`src/rtl/fetch_pkg.sv`:
```
// Shared types, defaults and next-PC arithmetic for the instruction fetch stage.
package fetch_pkg;

  typedef enum logic [1:0] {
    IDLE  = 2'd0,
    FETCH = 2'd1,
    EXEC  = 2'd2,
    HALT  = 2'd3
  } state_t;

  localparam logic [31:0] PC_RESET_DEFAULT  = 32'h0000_0000;
  localparam int unsigned ROM_WORDS_DEFAULT = 32;

  // Jump wins over branch; branch offset is a signed word count relative to pc+4.
  function automatic logic [31:0] next_pc(
    input logic [31:0] pc_plus4,
    input logic        jump,
    input logic [25:0] jump_index,
    input logic        branch_taken,
    input logic [15:0] branch_offset
  );
    logic [31:0] boff;
    boff = {{14{branch_offset[15]}}, branch_offset, 2'b00};
    if (jump)
      next_pc = {pc_plus4[31:28], jump_index, 2'b00};
    else if (branch_taken)
      next_pc = pc_plus4 + boff;
    else
      next_pc = pc_plus4;
  endfunction

endpackage

```
`src/rtl/instr_fetch_unit_step_edge.sv`:
```
// Registered rising-edge detector for the single-step request level.
module step_edge (
  input  logic clk,
  input  logic rst,
  input  logic step,
  output logic step_rise
);

  logic step_q;

  always_ff @(posedge clk) begin
    if (rst) step_q <= 1'b0;
    else     step_q <= step;
  end

  assign step_rise = step & ~step_q;

endmodule

```
`src/rtl/instr_fetch_unit.sv`:
```
// Fetch stage: PC, ROM addressing, instruction register, run/step control,
// branch/jump redirection, jump-to-self halt and out-of-range fault.
module instr_fetch_unit
  import fetch_pkg::*;
#(
  parameter logic [31:0] PC_RESET  = PC_RESET_DEFAULT,
  parameter int unsigned ROM_WORDS = ROM_WORDS_DEFAULT
) (
  input  logic        clk,
  input  logic        rst,
  input  logic        run,
  input  logic        step,
  input  logic        stall,
  input  logic        branch_taken,
  input  logic [15:0] branch_offset,
  input  logic        jump,
  input  logic [25:0] jump_index,
  output logic [31:0] rom_addr,
  input  logic [31:0] rom_data,
  output logic [31:0] instr,
  output logic [31:0] pc,
  output logic [31:0] pc_plus4,
  output logic        instr_valid,
  output logic        retire,
  output logic [15:0] retired_cnt,
  output logic        halted,
  output logic        fault
);

  localparam logic [31:0] PC_LIMIT = 32'(ROM_WORDS * 4);

  state_t      state, state_nx;
  logic        step_rise;
  logic [31:0] npc;
  logic        self_jump;
  logic        out_of_range;

  step_edge u_step_edge (
    .clk       (clk),
    .rst       (rst),
    .step      (step),
    .step_rise (step_rise)
  );

  assign rom_addr     = pc;
  assign pc_plus4     = pc + 32'd4;
  assign npc          = next_pc(pc_plus4, jump, jump_index, branch_taken, branch_offset);
  assign self_jump    = jump && (npc == pc);
  assign out_of_range = (npc >= PC_LIMIT);

  always_comb begin
    state_nx    = state;
    instr_valid = 1'b0;
    retire      = 1'b0;
    case (state)
      IDLE:  if (run || step_rise) state_nx = FETCH;
      FETCH: state_nx = EXEC;
      EXEC: begin
        instr_valid = 1'b1;
        if (!stall) begin
          retire = 1'b1;
          if (self_jump || out_of_range) state_nx = HALT;
          else if (run)                  state_nx = FETCH;
          else                           state_nx = IDLE;
        end
      end
      HALT:    state_nx = HALT;
      default: state_nx = IDLE;
    endcase
    // Reset masks the EXEC outputs so no retire is seen while rst is held.
    if (rst) begin
      instr_valid = 1'b0;
      retire      = 1'b0;
    end
  end

  always_ff @(posedge clk) begin
    if (rst) begin
      state       <= IDLE;
      pc          <= PC_RESET;
      instr       <= '0;
      retired_cnt <= '0;
      halted      <= 1'b0;
      fault       <= 1'b0;
    end else begin
      state <= state_nx;
      if (state == FETCH) instr <= rom_data;
      if (retire) begin
        pc          <= npc;
        retired_cnt <= retired_cnt + 16'd1;
        if (self_jump)         halted <= 1'b1;
        else if (out_of_range) fault  <= 1'b1;
      end
    end
  end

endmodule

```
`config.mk`:
```
export PLATFORM = sky130hd
export DESIGN_NAME = instr_fetch_unit
export DESIGN_NICKNAME = d
export VERILOG_FILES = /design/src/rtl/fetch_pkg.sv /design/src/rtl/instr_fetch_unit_step_edge.sv /design/src/rtl/instr_fetch_unit.sv
export SDC_FILE = /design/constraint.sdc
export NUM_CORES = 1
export LEC_CHECK = 0
export BUFFER_PORTS_ARGS = -buffer_cell sky130_fd_sc_hd__buf_2
export CORE_MARGIN = 2
export CORE_UTILIZATION = 49
export CTS_CLUSTER_SIZE = 40
export DETAILED_ROUTE_END_ITERATION = 6
export PLACE_DENSITY = 0.83
export RECOVER_POWER = 100
export SLEW_MARGIN = 10
export SYNTH_ARGS = -nofsm -noshare
export SYNTH_HDL_FRONTEND = slang
export SYNTH_HIERARCHICAL = 1
export SYNTH_SLANG_ARGS = --single-unit
```
`constraint.sdc`:
```
create_clock -name clk -period 4.9 [get_ports clk]
set_input_delay 0.735 -clock clk [delete_from_list [all_inputs] [get_ports clk]]
set_output_delay 0.735 -clock clk [all_outputs]
set_load 0.05 [all_outputs]
```
# Yosys cells after proc, flatten, opt, wreduce, memory -nomap -nowiden
# Index checks and enable logic that the tools add are counted.
# W data, S select, Z words.
[classes]
n_addsub = 3
order_cmp = 1
n_eq_ne = 6
muxes = 12
n_bitwise = 3
n_reduce_logical = 7
[ops]
columns = ["operator", "count"]
rows = [
  ["$mux W32", 2],
  ["$add A32 B3 Y32 const B", 1],
  ["$add A32 B32 Y32", 1],
  ["$eq A32 B32 Y1", 1],
  ["$ge A32 B8 Y1 const B", 1],
  ["$add A16 B1 Y16 const B", 1],
  ["$pmux W2 S4", 1],
  ["$mux W1", 6],
  ["$mux W2", 3],
  ["$eq A2 B2 Y1 const B", 2],
  ["$ne A2 B2 Y1 const B", 2],
  ["$reduce_and A2 Y1", 2],
  ["$reduce_and A3 Y1", 1],
  ["$eq A2 B1 Y1 const B", 1],
  ["$logic_not A2 Y1", 1],
  ["$logic_or A1 B1 Y1", 2],
  ["$not A1 Y1", 2],
  ["$and A1 B1 Y1", 1],
  ["$logic_and A1 B1 Y1", 1],
]
[totals]
register_bits = 85
in_bits = 81

# Depth between registers and ports, before layout
[depth]
depth_word = 10
depth_mapped = 19
depth_no_buf = 17

# Cells and area by module
# The synthesis kept the hierarchy.
[by_module_without_submodules]
columns = ["mod", "instances", "cells_each", "area_each_um2", "seq_area_each_um2"]
rows = [
  ["instr_fetch_unit", 1, 1147, 7998.9, 1681.6],
  ["step_edge", 1, 3, 47.5, 20.0],
]

# Worst setup path after synthesis
# Ideal clock, no wire load.
[synth_path]
kind = "reg2reg"
start = "reg pc[2]"
end = "reg fault"
setup_ns = 0.117
arrival_ns = 5.745
setup_slack_ns = -0.963
stages_incl_launch_ff = 19
path_buffers = 2
period_less_slack_ns = 5.863
cell_sequence = "dfxtp_1 -> ha_1 -> nand3_2 -> or4_1 -> clkbuf_1 -> nor2_1 -> xor2_1 -> ha_1 -> clkbuf_1 -> a21oi_1 -> o21ai_0 -> a2111oi_0 -> nand3_1 -> o311a_1 -> a2111oi_0 -> nand4_1 -> nor4_1 -> nand4_1 -> a32o_1"
[synth_between]
elab_chain_len = 8
[synth_lines]
columns = ["item", "line_no", "text"]
rows = [
  ["from (decl)", "instr_fetch_unit.sv:21", "output logic [31:0] pc,"],
  ["from (signal assigned)", "instr_fetch_unit.sv:89", "pc <= npc;"],
  ["$add A32 B3 Y32 (*)", "instr_fetch_unit.sv:46", "assign pc_plus4 = pc + 32'd4;"],
  ["named net pc_plus4[20]", "instr_fetch_unit.sv:22", "output logic [31:0] pc_plus4,"],
  ["$add A32 B32 Y32", "fetch_pkg.sv:27", "next_pc = pc_plus4 + boff;"],
  ["$mux W32 (*)", "fetch_pkg.sv:26", "else if (branch_taken)"],
  ["$mux W32 (*)", "fetch_pkg.sv:24", "if (jump)"],
  ["branches (longest 3 deep; another with $ge A32 B8 Y1)", "-", ""],
  ["$reduce_and A3 Y1 (no source line) (*)", "-", ""],
  ["to (signal assigned)", "instr_fetch_unit.sv:84", "fault <= 1'b0;"],
  ["to (signal assigned)", "instr_fetch_unit.sv:92", "else if (out_of_range) fault <= 1'b1;"],
  ["to (decl)", "instr_fetch_unit.sv:27", "output logic fault"],
]
# Mark *: on every way through the listed nets, which the timed path passes.
# A chain may end at the register's enable or synchronous reset.

# Worst setup path after layout
[layout_path]
start = "reg pc[12]"
end = "reg fault"
[layout_between]
elab_chain_len = 8
[layout_lines]
columns = ["item"]
rows = [
  ["branches (longest 7 deep; another with $add A32 B3 Y32)"],
  ["$reduce_and A3 Y1 (no source line) (*)"],
]
# Every way passes the cells marked *.

==> run_results.csv <==
group,metric,value,unit
timing,max-slew-margin-rel,-0.354,
critical_path,crit_top_cell,"buf_4",
critical_path,crit_family,"simple AND/OR/NAND/NOR gates",
finish,finalNetCount,1521,
yosys,synthArstFlopShare,0,
critical_path,cp_num_buf_inv,4,
global_routing,grt_busiest_layer,"met2",
clocking,cts_buffer_depth,2,
clocking,path_clk_slew,0.06,ns
global_routing,overflow,0,
timing,clock.fmax,0.210,GHz
run,drv_cap,3,
yosys,ys_top_cells_by_count,"nand2_1 (176), a21oi_1 (107), nor2_1 (101), dfxtp_1 (85), clkbuf_1 (71)",
detailed_routing,dr.pass1.iters,7,
detailed_routing,wl,32.3,mm
finish,drive_gt1_frac,0.222,
floorplan,coreArea,0.0159,sq mm
detailed_routing,drt.antenna.violating_nets,0,
timing,finalSetupViolations,0,
yosys,synth-compound-area-share,0.247,
critical_path,cp-start-kind,"register",
yosys,synthAdderAreaFrac,0.0554,
timing,max_slew.worst_pin.slew,2.03,ns
timing,final.setup.worst_slack,0.130,ns
yosys,avgSynthCellArea,7.00,sq um
hold_path,hold_path.class,"register to register",
detailed_routing,post_drt_wl_per_cell,19.8,um
critical_path,cp.arrival,5.00,ns
yosys,synth-seq-area-share,0.211,
yosys,yosysUniqueCellTypes,86,
yosys,netlist_area,0.00805,sq mm
yosys,synthCells,1150,
critical_path,cp-end-kind,"register",
timing,whs,0.455,ns
yosys,synth-simple-area-share,0.320,
critical_path,worst_ep_required_time,5.13,ns
run_status,outcome,"finished with violations",
placement,dp_worst_setup_slack,0.0957,ns
timing,setup_tns,0,ns
floorplan,die-area,0.0175,sq mm
global_routing,groute.usage.overall,0.347,
yosys,synth_largest_area_cell,"dfxtp_1",
power,cellLeakagePower,4.17,nW
placement,portBuffers,228,
finish,fin_area,0.0104,sq mm
finish,n_fill_cell,1505,
placement,placed_cell_area,0.0101,sq mm
yosys,synth-edff-count,0,
placement,hpwlAfterDp,25.1,mm
critical_path,crit_slowest_cell,"or4_1",
timing,finalHoldViolations,0,
yosys,synth.area.top_cells,"dfxtp_1 (21%), nand2_1 (8.2%), a21oi_1 (6.7%)",
finish,area_growth,28.8,%
critical_path,critical_path_peak_fanout,6,
finish,final_util,0.650,
yosys,ys.flop_type,"dfxtp_1",
global_routing,grt_use_met1,0.444,
global_routing,gr-usage-met2,0.575,
critical_path,path_cells,"nand4_4 -> or4_1 -> or2_1 -> xnor2_2 -> inv_2 -> ha_1 -> buf_4 -> nand4_1 -> buf_4 -> nor3_1 -> o31ai_1 -> a21o_1 -> a31oi_1 -> buf_4 -> and4_1 -> nand4_1 -> or3_1 -> a32o_1",
yosys,yosys_warnings,6,
floorplan,die_h,132,um
global_routing,grt_max_degree,47,
power,p_per_area,233,mW/mm^2
timing,period_needed,4.77,ns
placement,globalplace.congestion,1.02,
detailed_routing,drt_iter0_markers,988,
global_routing,use_met3,0.0569,
global_routing,antenna_found_initial,0,
finish,num_antenna_cells,0,
critical_path,worstSetupPathType,"register to register",
detailed_routing,via_per_inst,6.22,
clocking,cts_buffers,9,
critical_path,slowest_delay,0.63,ns
yosys,synth.net_count,1266,
yosys,synth_top_family_by_area,"simple AND/OR/NAND/NOR gates",
yosys,synth_xor_xnor_area_share,0.0620,
global_routing,grt_pass1_vias,9095,
yosys,synth-seq-cells,85,
floorplan,row_count,46,
floorplan,fp.dieW,132,um
clocking,htreeDepth,3,
clocking,root_buffer,"clkbuf_16",
yosys,synth_top_area_share,0.211,
clocking,clk_latency,0.34,ns
clocking,cts_tree,"done",
detailed_routing,drc,0,
yosys,yosys-mux-area-fraction,0.0168,
detailed_routing,vias,10100,
floorplan,io_pins,229,
timing,finalMaxSlewViolations,112,
power,ir_worst_vdd,0.000202,V
clocking,clock-sinks,85,
timing,timing.final.crit_share,0.973,
floorplan,start_util,0.505,
run_status,violations,"capacitance limit, slew limit",
global_routing,grt_pass1_wl,48.4,mm
yosys,yosysMostFrequentCell,"nand2_1",
timing,clock_skew,0.00834,ns
-- worst register-to-register path, cell delays in order, from the launching register on --
cell     delay (ns)
dfxtp_2        0.40
nand4_4        0.11
or4_1          0.63
or2_1          0.34
xnor2_2        0.21
inv_2          0.06
ha_1           0.36
buf_4          0.13
nand4_1        0.13
buf_4          0.17
nor3_1         0.44
o31ai_1        0.20
a21o_1         0.22
a31oi_1        0.16
buf_4          0.15
and4_1         0.20
nand4_1        0.12
or3_1          0.37
a32o_1         0.25
-- what timing repair did --
| action | in CTS | in global routing |
|---|---|---|
| endpoints found under the setup margin | 0 | 4 |
| buffers inserted | 0 | 2 |
| hold buffers | 0 | 0 |
| resized for setup | 0 | 22 |
-- state kept, by name (all words and copies together) (netlist names) --
register,cells
pc,32
state,2
halted,1
u_step_edge/step_q,1
instr,32
retired_cnt,16
fault,1
-- layer usage --
layer | share of wire | wire length, um
met5 | 0 | 0
met4 | 0.057 | 1840
met3 | 0.092 | 2980
met2 | 0.46 | 14700
met1 | 0.39 | 12700
-- cells in the final DEF, fill, tap and decap left out, types with 12 or more instances in the layout --
cell,instances
a211oi_1,14
a21o_1,13
a21oi_1,103
a31oi_1,12
and2_1,13
and3_1,12
and4_1,15
buf_2,84
buf_4,131
clkbuf_1,147
dfxtp_1,69
ha_1,32
inv_1,26
nand2_1,175
nand2b_1,12
nand3_1,40
nand4_1,29
nor2_1,96
nor3_1,35
o21ai_0,34
xnor2_1,21
xor2_1,19
-- metrics by stage --
| stage | power, mW | std cells |
|---|---|---|
| 2_1_floorplan | 1.40 | 1150 |
| 3_3_place_gp | 1.68 | 1608 |
| 3_5_place_dp | 1.69 | 1608 |
| 4_1_cts | 2.40 | 1624 |
| 5_1_grt | 2.51 | 1626 |
| 6_report | 2.42 | 1626 |
-- logic make-up after synthesis --
| family | Yosys count |
|---|---|
| flip-flops | 85 |
| AND/OR/NAND/NOR | 513 |
| adder cells (fa/ha/maj) | 35 |
| AO/OA/AOI/OAI | 300 |
| multiplexers | 13 |
| buffers and inverters | 147 |
| XOR/XNOR | 57 |
-- final cells by class --
class                           instances  area (sq um)  area share
Sequential cell                        85          1740       0.168
Tap cell                              216           270      0.0261
Clock inverter                          4          52.6     0.00507
Timing Repair Buffer                  361          1950       0.188
Clock buffer                           12           268      0.0258
Multi-Input combinational cell        918          5970       0.576
Inverter                               30           113      0.0109
-- path summary, 6_finish.rpt --
check	from	to	slack, ns	cells past startpoint
worst max-delay path	pc[12]$_SDFFE_PP0P_	fault$_SDFFE_PP0P_	0.13	18
worst min-delay path	instr[22]$_SDFFE_PP0N_	instr[22]$_SDFFE_PP0N_	0.46	2
worst min register to register	instr[22]$_SDFFE_PP0N_	instr[22]$_SDFFE_PP0N_	0.46	2
worst max register to register	pc[12]$_SDFFE_PP0P_	fault$_SDFFE_PP0P_	0.13	18
-- where the power goes --
part	switching [mW]	leakage (nW)	internal [mW]	total (mW)
Clock	0.279	0.158	0.442	0.721
Sequential	0.0290	0.700	0.725	0.754
Combinational	0.646	3.31	0.296	0.941
Total	0.954	4.17	1.46	2.42
No activity file was read; power rests on OpenSTA's default activity.
